`config.mk`:
```
export PLATFORM = sky130hd
export DESIGN_NAME = multicycle_controller_flat
export DESIGN_NICKNAME = d
export VERILOG_FILES = /design/src/rtl/riscv_ctrl_pkg.sv /design/src/rtl/multicycle_controller_if.sv /design/src/rtl/mc_alu_decoder.sv /design/src/rtl/multicycle_controller.sv /design/src/flat_wrapper.sv
export SDC_FILE = /design/constraint.sdc
export NUM_CORES = 1
export LEC_CHECK = 0
export ABC_AREA = 0
export CORE_ASPECT_RATIO = 1.4
export CORE_MARGIN = 2
export CORE_UTILIZATION = 45
export DETAILED_ROUTE_END_ITERATION = 8
export GPL_ROUTABILITY_DRIVEN = 0
export PLACE_DENSITY = 0.95
export SLEW_MARGIN = 25
export SYNTH_ARGS = -nofsm -noshare
export SYNTH_HDL_FRONTEND = slang
export SYNTH_SLANG_ARGS = --single-unit
```
`constraint.sdc`:
```
create_clock -name clk -period 2.9 [get_ports clk]
set_clock_uncertainty 0.2 [all_clocks]
set_input_delay 0.29 -clock clk [delete_from_list [all_inputs] [get_ports clk]]
set_output_delay 0.29 -clock clk [all_outputs]
set_load 0.03 [all_outputs]
```
`src/rtl/riscv_ctrl_pkg.sv`:
```
// Shared encodings for the multicycle RV32I controller: FSM states, opcodes
// and the select codes it drives onto the datapath.
package riscv_ctrl_pkg;

  typedef enum logic [3:0] {
    S_FETCH, S_DECODE, S_MEMADR, S_MEMREAD, S_MEMWB, S_MEMWRITE, S_EXECR,
    S_EXECI, S_ALUWB, S_BRANCH, S_JAL, S_JALR, S_JALR2, S_LUI, S_TRAP
  } state_e;

  typedef enum logic [1:0] {ALUOP_ADD, ALUOP_SUB, ALUOP_FUNCT} alu_op_e;

  localparam logic [6:0] OP_LOAD   = 7'b0000011;
  localparam logic [6:0] OP_STORE  = 7'b0100011;
  localparam logic [6:0] OP_RTYPE  = 7'b0110011;
  localparam logic [6:0] OP_ITYPE  = 7'b0010011;
  localparam logic [6:0] OP_BRANCH = 7'b1100011;
  localparam logic [6:0] OP_JAL    = 7'b1101111;
  localparam logic [6:0] OP_JALR   = 7'b1100111;
  localparam logic [6:0] OP_LUI    = 7'b0110111;

  localparam logic [2:0] ALU_ADD  = 3'b000;
  localparam logic [2:0] ALU_SUB  = 3'b001;
  localparam logic [2:0] ALU_AND  = 3'b010;
  localparam logic [2:0] ALU_OR   = 3'b011;
  localparam logic [2:0] ALU_XOR  = 3'b100;
  localparam logic [2:0] ALU_SLT  = 3'b101;
  localparam logic [2:0] ALU_SLTU = 3'b110;

  localparam logic [2:0] IMM_I = 3'b000;
  localparam logic [2:0] IMM_S = 3'b001;
  localparam logic [2:0] IMM_B = 3'b010;
  localparam logic [2:0] IMM_J = 3'b011;
  localparam logic [2:0] IMM_U = 3'b100;

  localparam logic [1:0] RES_ALUOUT    = 2'b00;
  localparam logic [1:0] RES_DATA      = 2'b01;
  localparam logic [1:0] RES_ALURESULT = 2'b10;
  localparam logic [1:0] RES_IMMEXT    = 2'b11;

  localparam logic [1:0] SRCA_PC    = 2'b00;
  localparam logic [1:0] SRCA_OLDPC = 2'b01;
  localparam logic [1:0] SRCA_RD1   = 2'b10;

  localparam logic [1:0] SRCB_RD2  = 2'b00;
  localparam logic [1:0] SRCB_IMM  = 2'b01;
  localparam logic [1:0] SRCB_FOUR = 2'b10;

  // funct3 001/101 encode shift operations, which decode to TRAP.
  function automatic logic is_shift(input logic [2:0] funct3);
    return funct3[1:0] == 2'b01;
  endfunction

endpackage

```
`src/rtl/multicycle_controller_if.sv`:
```
// Controller <-> datapath signal bundle. master = controller, slave = datapath.
interface multicycle_controller_if #(
  parameter int IMM_SRC_W = 3,
  parameter int ALUCTRL_W = 3
);
  logic [6:0]           op;
  logic [2:0]           funct3;
  logic                 funct7b5;
  logic                 Zero;
  logic                 LT;
  logic                 LTU;
  logic                 mem_ready;
  logic                 PCWrite;
  logic                 AdrSrc;
  logic                 MemWrite;
  logic                 IRWrite;
  logic [1:0]           ResultSrc;
  logic [1:0]           ALUSrcA;
  logic [1:0]           ALUSrcB;
  logic                 RegWrite;
  logic [IMM_SRC_W-1:0] ImmSrc;
  logic [ALUCTRL_W-1:0] ALUControl;
  logic                 instr_done;
  logic                 illegal;

  modport master (
    input  op, funct3, funct7b5, Zero, LT, LTU, mem_ready,
    output PCWrite, AdrSrc, MemWrite, IRWrite, ResultSrc, ALUSrcA, ALUSrcB,
           RegWrite, ImmSrc, ALUControl, instr_done, illegal
  );

  modport slave (
    output op, funct3, funct7b5, Zero, LT, LTU, mem_ready,
    input  PCWrite, AdrSrc, MemWrite, IRWrite, ResultSrc, ALUSrcA, ALUSrcB,
           RegWrite, ImmSrc, ALUControl, instr_done, illegal
  );
endinterface

```
`src/rtl/mc_alu_decoder.sv`:
```
// ALUControl decode from the FSM's ALU-op class and the instruction funct fields.
module mc_alu_decoder
  import riscv_ctrl_pkg::*;
(
  input  alu_op_e    alu_op,
  input  logic [2:0] funct3,
  input  logic       funct7b5,
  input  logic       op5,
  output logic [2:0] alu_ctrl
);

  always_comb begin
    alu_ctrl = ALU_ADD;
    case (alu_op)
      ALUOP_SUB:   alu_ctrl = ALU_SUB;
      ALUOP_FUNCT: begin
        case (funct3)
          3'b000:  alu_ctrl = (op5 && funct7b5) ? ALU_SUB : ALU_ADD;
          3'b010:  alu_ctrl = ALU_SLT;
          3'b011:  alu_ctrl = ALU_SLTU;
          3'b100:  alu_ctrl = ALU_XOR;
          3'b110:  alu_ctrl = ALU_OR;
          3'b111:  alu_ctrl = ALU_AND;
          default: alu_ctrl = ALU_ADD;
        endcase
      end
      default:     alu_ctrl = ALU_ADD;
    endcase
  end

endmodule

```
`src/rtl/multicycle_controller.sv`:
```
// Multicycle RV32I control FSM driving a shared-memory datapath.
// FETCH, DECODE        instruction fetch / target precompute into ALUOut
// MEMADR..MEMWRITE     load/store address, access, load writeback
// EXECR/EXECI, ALUWB   ALU ops; BRANCH; JAL; JALR/JALR2; LUI; TRAP (sticky)
module multicycle_controller
  import riscv_ctrl_pkg::*;
#(
  parameter bit WAIT_EN   = 1'b1,
  parameter int IMM_SRC_W = 3,
  parameter int ALUCTRL_W = 3
) (
  input logic              clk,
  input logic              reset_n,
  multicycle_controller_if.master bus
);

  state_e     state_q, state_d;
  logic       illegal_q, illegal_d;
  logic       ready, taken, br_ok;
  alu_op_e    alu_op;
  logic [2:0] alu_ctrl, imm_src;
  logic       pc_write, mem_write, ir_write, reg_write, done, adr_src;
  logic [1:0] result_src, src_a, src_b;

  assign ready = WAIT_EN ? bus.mem_ready : 1'b1;

  always_comb begin
    taken = 1'b0;
    br_ok = 1'b1;
    case (bus.funct3)
      3'b000:  taken = bus.Zero;
      3'b001:  taken = !bus.Zero;
      3'b100:  taken = bus.LT;
      3'b101:  taken = !bus.LT;
      3'b110:  taken = bus.LTU;
      3'b111:  taken = !bus.LTU;
      default: br_ok = 1'b0;
    endcase
  end

  always_comb begin
    imm_src = IMM_I;
    case (bus.op)
      OP_STORE:  imm_src = IMM_S;
      OP_BRANCH: imm_src = IMM_B;
      OP_JAL:    imm_src = IMM_J;
      OP_LUI:    imm_src = IMM_U;
      default:   imm_src = IMM_I;
    endcase
  end

  always_comb begin
    state_d    = state_q;
    pc_write   = 1'b0;
    mem_write  = 1'b0;
    ir_write   = 1'b0;
    reg_write  = 1'b0;
    done       = 1'b0;
    adr_src    = 1'b0;
    result_src = RES_ALUOUT;
    src_a      = SRCA_PC;
    src_b      = SRCB_RD2;
    alu_op     = ALUOP_FUNCT;
    case (state_q)
      S_FETCH: begin
        src_b      = SRCB_FOUR;
        result_src = RES_ALURESULT;
        alu_op     = ALUOP_ADD;
        if (ready) begin
          ir_write = 1'b1;
          pc_write = 1'b1;
          state_d  = S_DECODE;
        end
      end
      S_DECODE: begin
        src_a  = SRCA_OLDPC;
        src_b  = SRCB_IMM;
        alu_op = ALUOP_ADD;
        case (bus.op)
          OP_LOAD, OP_STORE: state_d = S_MEMADR;
          OP_RTYPE:  state_d = is_shift(bus.funct3) ? S_TRAP : S_EXECR;
          OP_ITYPE:  state_d = is_shift(bus.funct3) ? S_TRAP : S_EXECI;
          OP_BRANCH: state_d = S_BRANCH;
          OP_JAL:    state_d = S_JAL;
          OP_JALR:   state_d = S_JALR;
          OP_LUI:    state_d = S_LUI;
          default:   state_d = S_TRAP;
        endcase
      end
      S_MEMADR: begin
        src_a   = SRCA_RD1;
        src_b   = SRCB_IMM;
        alu_op  = ALUOP_ADD;
        state_d = bus.op[5] ? S_MEMWRITE : S_MEMREAD;
      end
      S_MEMREAD: begin
        adr_src = 1'b1;
        if (ready) state_d = S_MEMWB;
      end
      S_MEMWB: begin
        result_src = RES_DATA;
        reg_write  = 1'b1;
        done       = 1'b1;
        state_d    = S_FETCH;
      end
      S_MEMWRITE: begin
        adr_src   = 1'b1;
        mem_write = 1'b1;
        if (ready) begin
          done    = 1'b1;
          state_d = S_FETCH;
        end
      end
      S_EXECR: begin
        src_a   = SRCA_RD1;
        state_d = S_ALUWB;
      end
      S_EXECI: begin
        src_a   = SRCA_RD1;
        src_b   = SRCB_IMM;
        state_d = S_ALUWB;
      end
      S_ALUWB: begin
        reg_write = 1'b1;
        done      = 1'b1;
        state_d   = S_FETCH;
      end
      S_BRANCH: begin
        src_a  = SRCA_RD1;
        alu_op = ALUOP_SUB;
        if (br_ok) begin
          pc_write = taken;
          done     = 1'b1;
          state_d  = S_FETCH;
        end else begin
          state_d  = S_TRAP;
        end
      end
      S_JAL: begin
        src_a    = SRCA_OLDPC;
        src_b    = SRCB_FOUR;
        alu_op   = ALUOP_ADD;
        pc_write = 1'b1;
        state_d  = S_ALUWB;
      end
      S_JALR: begin
        src_a   = SRCA_RD1;
        src_b   = SRCB_IMM;
        alu_op  = ALUOP_ADD;
        state_d = S_JALR2;
      end
      S_JALR2: begin
        result_src = RES_ALURESULT;
        src_a      = SRCA_OLDPC;
        src_b      = SRCB_FOUR;
        alu_op     = ALUOP_ADD;
        pc_write   = 1'b1;
        reg_write  = 1'b1;
        done       = 1'b1;
        state_d    = S_FETCH;
      end
      S_LUI: begin
        result_src = RES_IMMEXT;
        reg_write  = 1'b1;
        done       = 1'b1;
        state_d    = S_FETCH;
      end
      S_TRAP:  state_d = S_TRAP;
      default: state_d = S_FETCH;
    endcase
  end

  assign illegal_d = illegal_q | (state_d == S_TRAP);

  always_ff @(posedge clk or negedge reset_n) begin
    if (!reset_n) begin
      state_q   <= S_FETCH;
      illegal_q <= 1'b0;
    end else begin
      state_q   <= state_d;
      illegal_q <= illegal_d;
    end
  end

  mc_alu_decoder u_alu_dec (
    .alu_op   (alu_op),
    .funct3   (bus.funct3),
    .funct7b5 (bus.funct7b5),
    .op5      (bus.op[5]),
    .alu_ctrl (alu_ctrl)
  );

  // FETCH strobes are mem_ready-gated, so reset must mask them directly.
  assign bus.PCWrite    = pc_write & reset_n;
  assign bus.MemWrite   = mem_write & reset_n;
  assign bus.IRWrite    = ir_write & reset_n;
  assign bus.RegWrite   = reg_write & reset_n;
  assign bus.instr_done = done & reset_n;
  assign bus.illegal    = illegal_q;
  assign bus.AdrSrc     = adr_src;
  assign bus.ResultSrc  = result_src;
  assign bus.ALUSrcA    = src_a;
  assign bus.ALUSrcB    = src_b;
  assign bus.ImmSrc     = IMM_SRC_W'(imm_src);
  assign bus.ALUControl = ALUCTRL_W'(alu_ctrl);

endmodule

```
`src/flat_wrapper.sv`:
```
// flat-port wrapper written by rule: the top's interface ports become plain ports
module multicycle_controller_flat import riscv_ctrl_pkg::*;
#(
  parameter bit WAIT_EN   = 1'b1,
  parameter int IMM_SRC_W = 3,
  parameter int ALUCTRL_W = 3
)
  (clk, reset_n, bus_op, bus_funct3, bus_funct7b5, bus_Zero, bus_LT, bus_LTU, bus_mem_ready, bus_PCWrite, bus_AdrSrc, bus_MemWrite, bus_IRWrite, bus_ResultSrc, bus_ALUSrcA, bus_ALUSrcB, bus_RegWrite, bus_ImmSrc, bus_ALUControl, bus_instr_done, bus_illegal);
  multicycle_controller_if #(.IMM_SRC_W(IMM_SRC_W), .ALUCTRL_W(ALUCTRL_W)) bus_i ();
  input logic clk;
  input logic reset_n;
  input wire logic [$bits(bus_i.op)-1:0] bus_op;
  input wire logic [$bits(bus_i.funct3)-1:0] bus_funct3;
  input wire logic [$bits(bus_i.funct7b5)-1:0] bus_funct7b5;
  input wire logic [$bits(bus_i.Zero)-1:0] bus_Zero;
  input wire logic [$bits(bus_i.LT)-1:0] bus_LT;
  input wire logic [$bits(bus_i.LTU)-1:0] bus_LTU;
  input wire logic [$bits(bus_i.mem_ready)-1:0] bus_mem_ready;
  output wire logic [$bits(bus_i.PCWrite)-1:0] bus_PCWrite;
  output wire logic [$bits(bus_i.AdrSrc)-1:0] bus_AdrSrc;
  output wire logic [$bits(bus_i.MemWrite)-1:0] bus_MemWrite;
  output wire logic [$bits(bus_i.IRWrite)-1:0] bus_IRWrite;
  output wire logic [$bits(bus_i.ResultSrc)-1:0] bus_ResultSrc;
  output wire logic [$bits(bus_i.ALUSrcA)-1:0] bus_ALUSrcA;
  output wire logic [$bits(bus_i.ALUSrcB)-1:0] bus_ALUSrcB;
  output wire logic [$bits(bus_i.RegWrite)-1:0] bus_RegWrite;
  output wire logic [$bits(bus_i.ImmSrc)-1:0] bus_ImmSrc;
  output wire logic [$bits(bus_i.ALUControl)-1:0] bus_ALUControl;
  output wire logic [$bits(bus_i.instr_done)-1:0] bus_instr_done;
  output wire logic [$bits(bus_i.illegal)-1:0] bus_illegal;
  assign bus_i.op = bus_op;
  assign bus_i.funct3 = bus_funct3;
  assign bus_i.funct7b5 = bus_funct7b5;
  assign bus_i.Zero = bus_Zero;
  assign bus_i.LT = bus_LT;
  assign bus_i.LTU = bus_LTU;
  assign bus_i.mem_ready = bus_mem_ready;
  assign bus_PCWrite = bus_i.PCWrite;
  assign bus_AdrSrc = bus_i.AdrSrc;
  assign bus_MemWrite = bus_i.MemWrite;
  assign bus_IRWrite = bus_i.IRWrite;
  assign bus_ResultSrc = bus_i.ResultSrc;
  assign bus_ALUSrcA = bus_i.ALUSrcA;
  assign bus_ALUSrcB = bus_i.ALUSrcB;
  assign bus_RegWrite = bus_i.RegWrite;
  assign bus_ImmSrc = bus_i.ImmSrc;
  assign bus_ALUControl = bus_i.ALUControl;
  assign bus_instr_done = bus_i.instr_done;
  assign bus_illegal = bus_i.illegal;
  multicycle_controller #(.WAIT_EN(WAIT_EN), .IMM_SRC_W(IMM_SRC_W), .ALUCTRL_W(ALUCTRL_W)) u_core (.clk(clk), .reset_n(reset_n), .bus(bus_i));
endmodule
```
### Word level (Yosys, flattened, before mapping)

Cells that the tools add are included.
W data, S select, Z words.

| storage, ports and cells | value |
|---|---|
| register bits after elaboration | 5 |
| input bits | 17 |
| output and inout bits | 19 |
| logic and storage cells | 87 |

| cells by class | value |
|---|---|
| equal/unequal tests | 33 |
| mux-type cells | 28 |
| bitwise logic cells | 6 |
| reduce and logical (&&, ||, !) cells | 18 |

Operator list:

| operator | count |
|---|---|
| $pmux W4 S9 | 1 |
| $eq A4 B4 Y1 const B | 8 |
| $pmux W4 S7 | 1 |
| $mux W4 | 6 |
| $eq A7 B6 Y1 const B | 3 |
| $eq A7 B7 Y1 const B | 3 |
| $pmux W3 S6 | 1 |
| $eq A4 B3 Y1 const B | 4 |
| $eq A3 B3 Y1 const B | 4 |
| $pmux W2 S2 | 3 |
| $pmux W3 S4 | 1 |
| $reduce_or A6 Y1 | 2 |
| $mux W1 | 9 |
| $reduce_or A3 Y1 | 3 |
| $eq A4 B2 Y1 const B | 2 |
| $reduce_or A2 Y1 | 4 |
| $reduce_or A4 Y1 | 2 |
| $eq A7 B2 Y1 const B | 1 |
| $eq A7 B5 Y1 const B | 1 |
| $eq A3 B2 Y1 const B | 2 |
| $pmux W1 S3 | 2 |
| $pmux W1 S6 | 1 |
| $pmux W2 S3 | 1 |
| $pmux W3 S2 | 1 |
| 12 further kinds | 19 |

### Depth between registers and ports, before layout

| depth | value |
|---|---|
| word-level depth | 7 |
| gate-level depth with buffers | 7 |
| depth with buffers taken out | 5 |

### Modules after synthesis

From an unflattened synthesis, not the netlist that was laid out.

| second synthesis, totals | value |
|---|---|
| cells, all modules | 137 |
| area total of the unflattened synthesis | 962.2 um^2 |

Modules (own cells, without submodules):

| module | times used | cells each | area an instance (um^2) | seq. area each (um^2) |
|---|---|---|---|---|
| multicycle_controller | 1 | 122 | 859.6 | 125.1 |
| mc_alu_decoder | 1 | 15 | 102.6 | 0.0 |

### Worst setup path after synthesis

No wires, ideal clock.

| path | value |
|---|---|
| path type | input to output |
| start point | input bus_op[2] |
| end point | output bus_ImmSrc[0] |
| arrival | 2.437 ns |
| data required time | 2.410 ns |
| slack | -0.027 ns |
| cell stages on the path | 3 |
| path buffers | 1 |
| path through | buf_6 > or3_2 > a2111oi_0 |

| between the ends | value |
|---|---|
| longest elaborated chain between the ends | 2 |
| elaborated cells between the ends (all ways) | 5 |
| those cells by class | eq/ne (4); mux (1) |

Ends and longest elaborated chain:

| item | RTL line | source |
|---|---|---|
| from (decl) | flat_wrapper.sv:12 | `input wire logic [$bits(bus_i.op)-1:0] bus_op;` |
| $eq A7 B6 Y1 / $eq A7 B7 Y1 (equally long branches) | multicycle_controller.sv:43 | `case (bus.op)` |
| $pmux W3 S4 (*) | multicycle_controller.sv:43 |  |
| to (decl) | flat_wrapper.sv:27 | `output wire logic [$bits(bus_i.ImmSrc)-1:0] bus_ImmSrc;` |

Every way passes the cells marked *; elsewhere a longest branch is shown, timed or not.

### Final worst setup path

| path | value |
|---|---|
| start point | register u_core.state_q[1] |
| end point | output bus_ALUControl[0] |

| between the ends | value |
|---|---|
| longest elaborated chain between the ends | 5 |
| elaborated cells between the ends (all ways) | 12 |
| those cells by class | eq/ne (8); mux (2); reduce/logical (2) |

Ends and longest elaborated chain:

| item | RTL line | source |
|---|---|---|
| from (decl) | multicycle_controller.sv:17 | `state_e state_q, state_d;` |
| from (signal assigned) | multicycle_controller.sv:180 | `state_q <= state_d;` |
| $eq A4 B4 Y1 (tied with other cells) | multicycle_controller.sv:64 | `case (state_q)` |
| $reduce_or A6 Y1 (no line) | - |  |
| $pmux W2 S2 (*) | multicycle_controller.sv:64 |  |
| $eq A2 B2 Y1 / $eq A2 B1 Y1 (equally long branches) | mc_alu_decoder.sv:14 | `case (alu_op)` |
| $pmux W3 S2 (*) | mc_alu_decoder.sv:14 |  |
| to (decl) | flat_wrapper.sv:28 | `output wire logic [$bits(bus_i.ALUControl)-1:0] bus_ALUControl;` |

Marked as above.

==> impl_metrics.tcl <==
set metrics [dict create \
    holdWs_ns 0.165 \
    max_freq_mhz 362 \
    drt_wl_total_um 2360 \
    yosys.area.top_type_share 0.149 \
    slowest_stage "clkdlybuf4s50_1" \
    syn_nets 137 \
    ant_nets 0 \
    yosysMostFrequentCell "nand2_1" \
    fillCellCount 159 \
    crit_family "buffers and inverters" \
    ys_seq_area_frac 0.149 \
    hpwl_um 1890 \
    synth_ff_type "dfrtp_1" \
    firstDrtPassIters 4 \
    yosysUniqueCellTypes 47 \
    io_buffer_count 35 \
    slew_violations 0 \
    synth_commonest_cells "nand2_1, o21ai_0, nor2_1" \
    max_stage_delay_ns 0.71 \
    layout-drive-gt1-share 0.110 \
    worstMarginPinSlew_ns 0.454 \
    io-pin-count 36 \
    antenna_found_initial 0 \
    fin_area_um2 1220 \
    grt_pass1_wl_um 3650 \
    finalHoldViolCount 0 \
    status "completed" \
    cts.sinks 5 \
    synth_edf_count 0 \
    drv_cap 0 \
    slew-limit-headroom 0.697 \
    htreeDepth 1 \
    synth.cell_area_um2 837 \
    arrival_ns 2.27 \
    worst-path-buf-inv 1 \
    detail_route.wl_per_cell_um 13.5 \
    vias 1041 \
    cp_max_fo 16 \
    syn_area_per_cell_um2 6.98 \
    ctsLongestPathBuffers 2 \
    final.setup.tns_ns 0 \
    setup_violations 0 \
    dp_cells 170 \
    die_area_um2 2230 \
    async_flop_share 1.00 \
    ir_drop_uv 342 \
    end_kind "primary output" \
    grt_usage 0.231 \
    cp.required_ns 2.41 \
    place_area_um2 1190 \
    cts_tree "built" \
    cts.reportedPaths.clkPinSlew_ns 0.04 \
    drc 0 \
    die_height_um 55.0 \
    first_global_vias 925 \
    antenna-diode-count 0 \
    area_growth_pct 45.6 \
    viasPerCell 5.98 \
    stdcell_count 174 \
    cts_buffers 3 \
    hold_class "in2async" \
    drtIter0Drc 40 \
    fin_crit_sh 0.952 \
    rsz0062_at_grt "false" \
    syn_inst 120 \
    clkLatencyLatePin_ns 0.24 \
    yosys.area.top_type "dfrtp_1" \
    worstPathCellList "nor2b_1, o21ai_0, nand2_1, a21oi_1, o31ai_1, clkdlybuf4s50_1" \
    cts_setup_buffers 0 \
    start_kind "flip-flop" \
    p_leak_nw 0.492 \
    synth.area.top_cells "dfrtp_1, o21ai_0, nor2b_1" \
    nNetsFinal 172 \
    core_area_um2 1760 \
    initial_core_util 0.476 \
    worstSetupPathType "reg2out" \
    power.density_nw_per_um2 817 \
    grt_max_degree 18 \
    ys_seq_elements 5 \
    root_buffer "clkbuf_4" \
    grt_overflow 0 \
    die_w_um 40.5 \
    ys.warnings.count 0 \
    post-route-util 0.694 \
    fin_crit_ns 2.76 \
    rows 18 \
]
area by class of cell:
cell class / instances / area, um^2 / area share
inverter: 7 / 26.3 / 0.0216
clock buffer: 4 / 26.3 / 0.0216
tap: 20 / 25.0 / 0.0205
sequential: 5 / 126 / 0.104
multi-input combinational: 98 / 627 / 0.514
timing repair buffer: 40 / 388 / 0.318
repair_timing:
item / CTS / global route
gates resized for setup: 0 / 3
hold buffers: 0 / 0
endpoints found under the setup margin: 0 / 1
through the flow:
| stage | power, mW | worst slack (ns) |
|---|---|---|
| detailed placement | 0.909 | 0.170 |
| global route | 1.06 | 0.0126 |
| finish | 0.996 | 0.139 |
| floorplan | 0.657 | 0.354 |
| global placement | 0.889 | 0.213 |
| CTS | 0.991 | 0.00527 |
layer usage:
metal	part of all wire	global-route usage	up-vias
li1	-	-	509
met4	0.024	0.0944	0
met3	0.046	0.00400	6
met2	0.54	0.450	41
met1	0.38	0.246	485
met5	0	0	-
logic make-up after synthesis:
| family | Yosys count | share of synthesized area |
|---|---|---|
| AOI/OAI and AO/OA | 41 | 0.330 |
| xor gates and xnor gates | 4 | 0.0419 |
| buffers and inverters | 17 | 0.108 |
| DFF | 5 | 0.149 |
| muxes | 3 | 0.0374 |
| and+or+nand+nor | 50 | 0.333 |
sequential cells by signal (all words and copies together), names as in the netlist:
| name | cells |
|---|---|
| u_core.bus.illegal | 1 |
| u_core.state_q | 4 |
worst paths after layout:
kind | start | end | slack, ns | cells past startpoint
worst max-delay path | u_core.state_q[1] | bus_ALUControl[0] | 0.14 | 6
worst min-delay path | reset_n | u_core.state_q[0] | 0.16 | 2
worst max register to register | u_core.state_q[2] | u_core.bus.illegal | 0.85 | 6
worst min register to register | u_core.bus.illegal | u_core.bus.illegal | 0.29 | 1
max in group asynchronous | reset_n | u_core.state_q[3] | 2.20 | 2
min in group clk | u_core.bus.illegal | u_core.bus.illegal | 0.29 | 1
placed cells by master, fill, tap and decap left out, types with 4 or more instances in the layout:
cell / instances
buf_4: 6
inv_1: 7
a31oi_1: 4
a21oi_1: 7
clkdlybuf4s50_1: 33
nand2_1: 11
nor3_1: 5
nor2_1: 7
dfrtp_1: 4
o21ai_0: 10
nand3_1: 4
nor2b_1: 7
power by group:
part | switching [mW] | internal [mW]
registers | 0.0741 | 0.0921
clock network | 0.0258 | 0.0518
logic | 0.425 | 0.327
total | 0.525 | 0.471
Power figures use the tool's default switching activity.
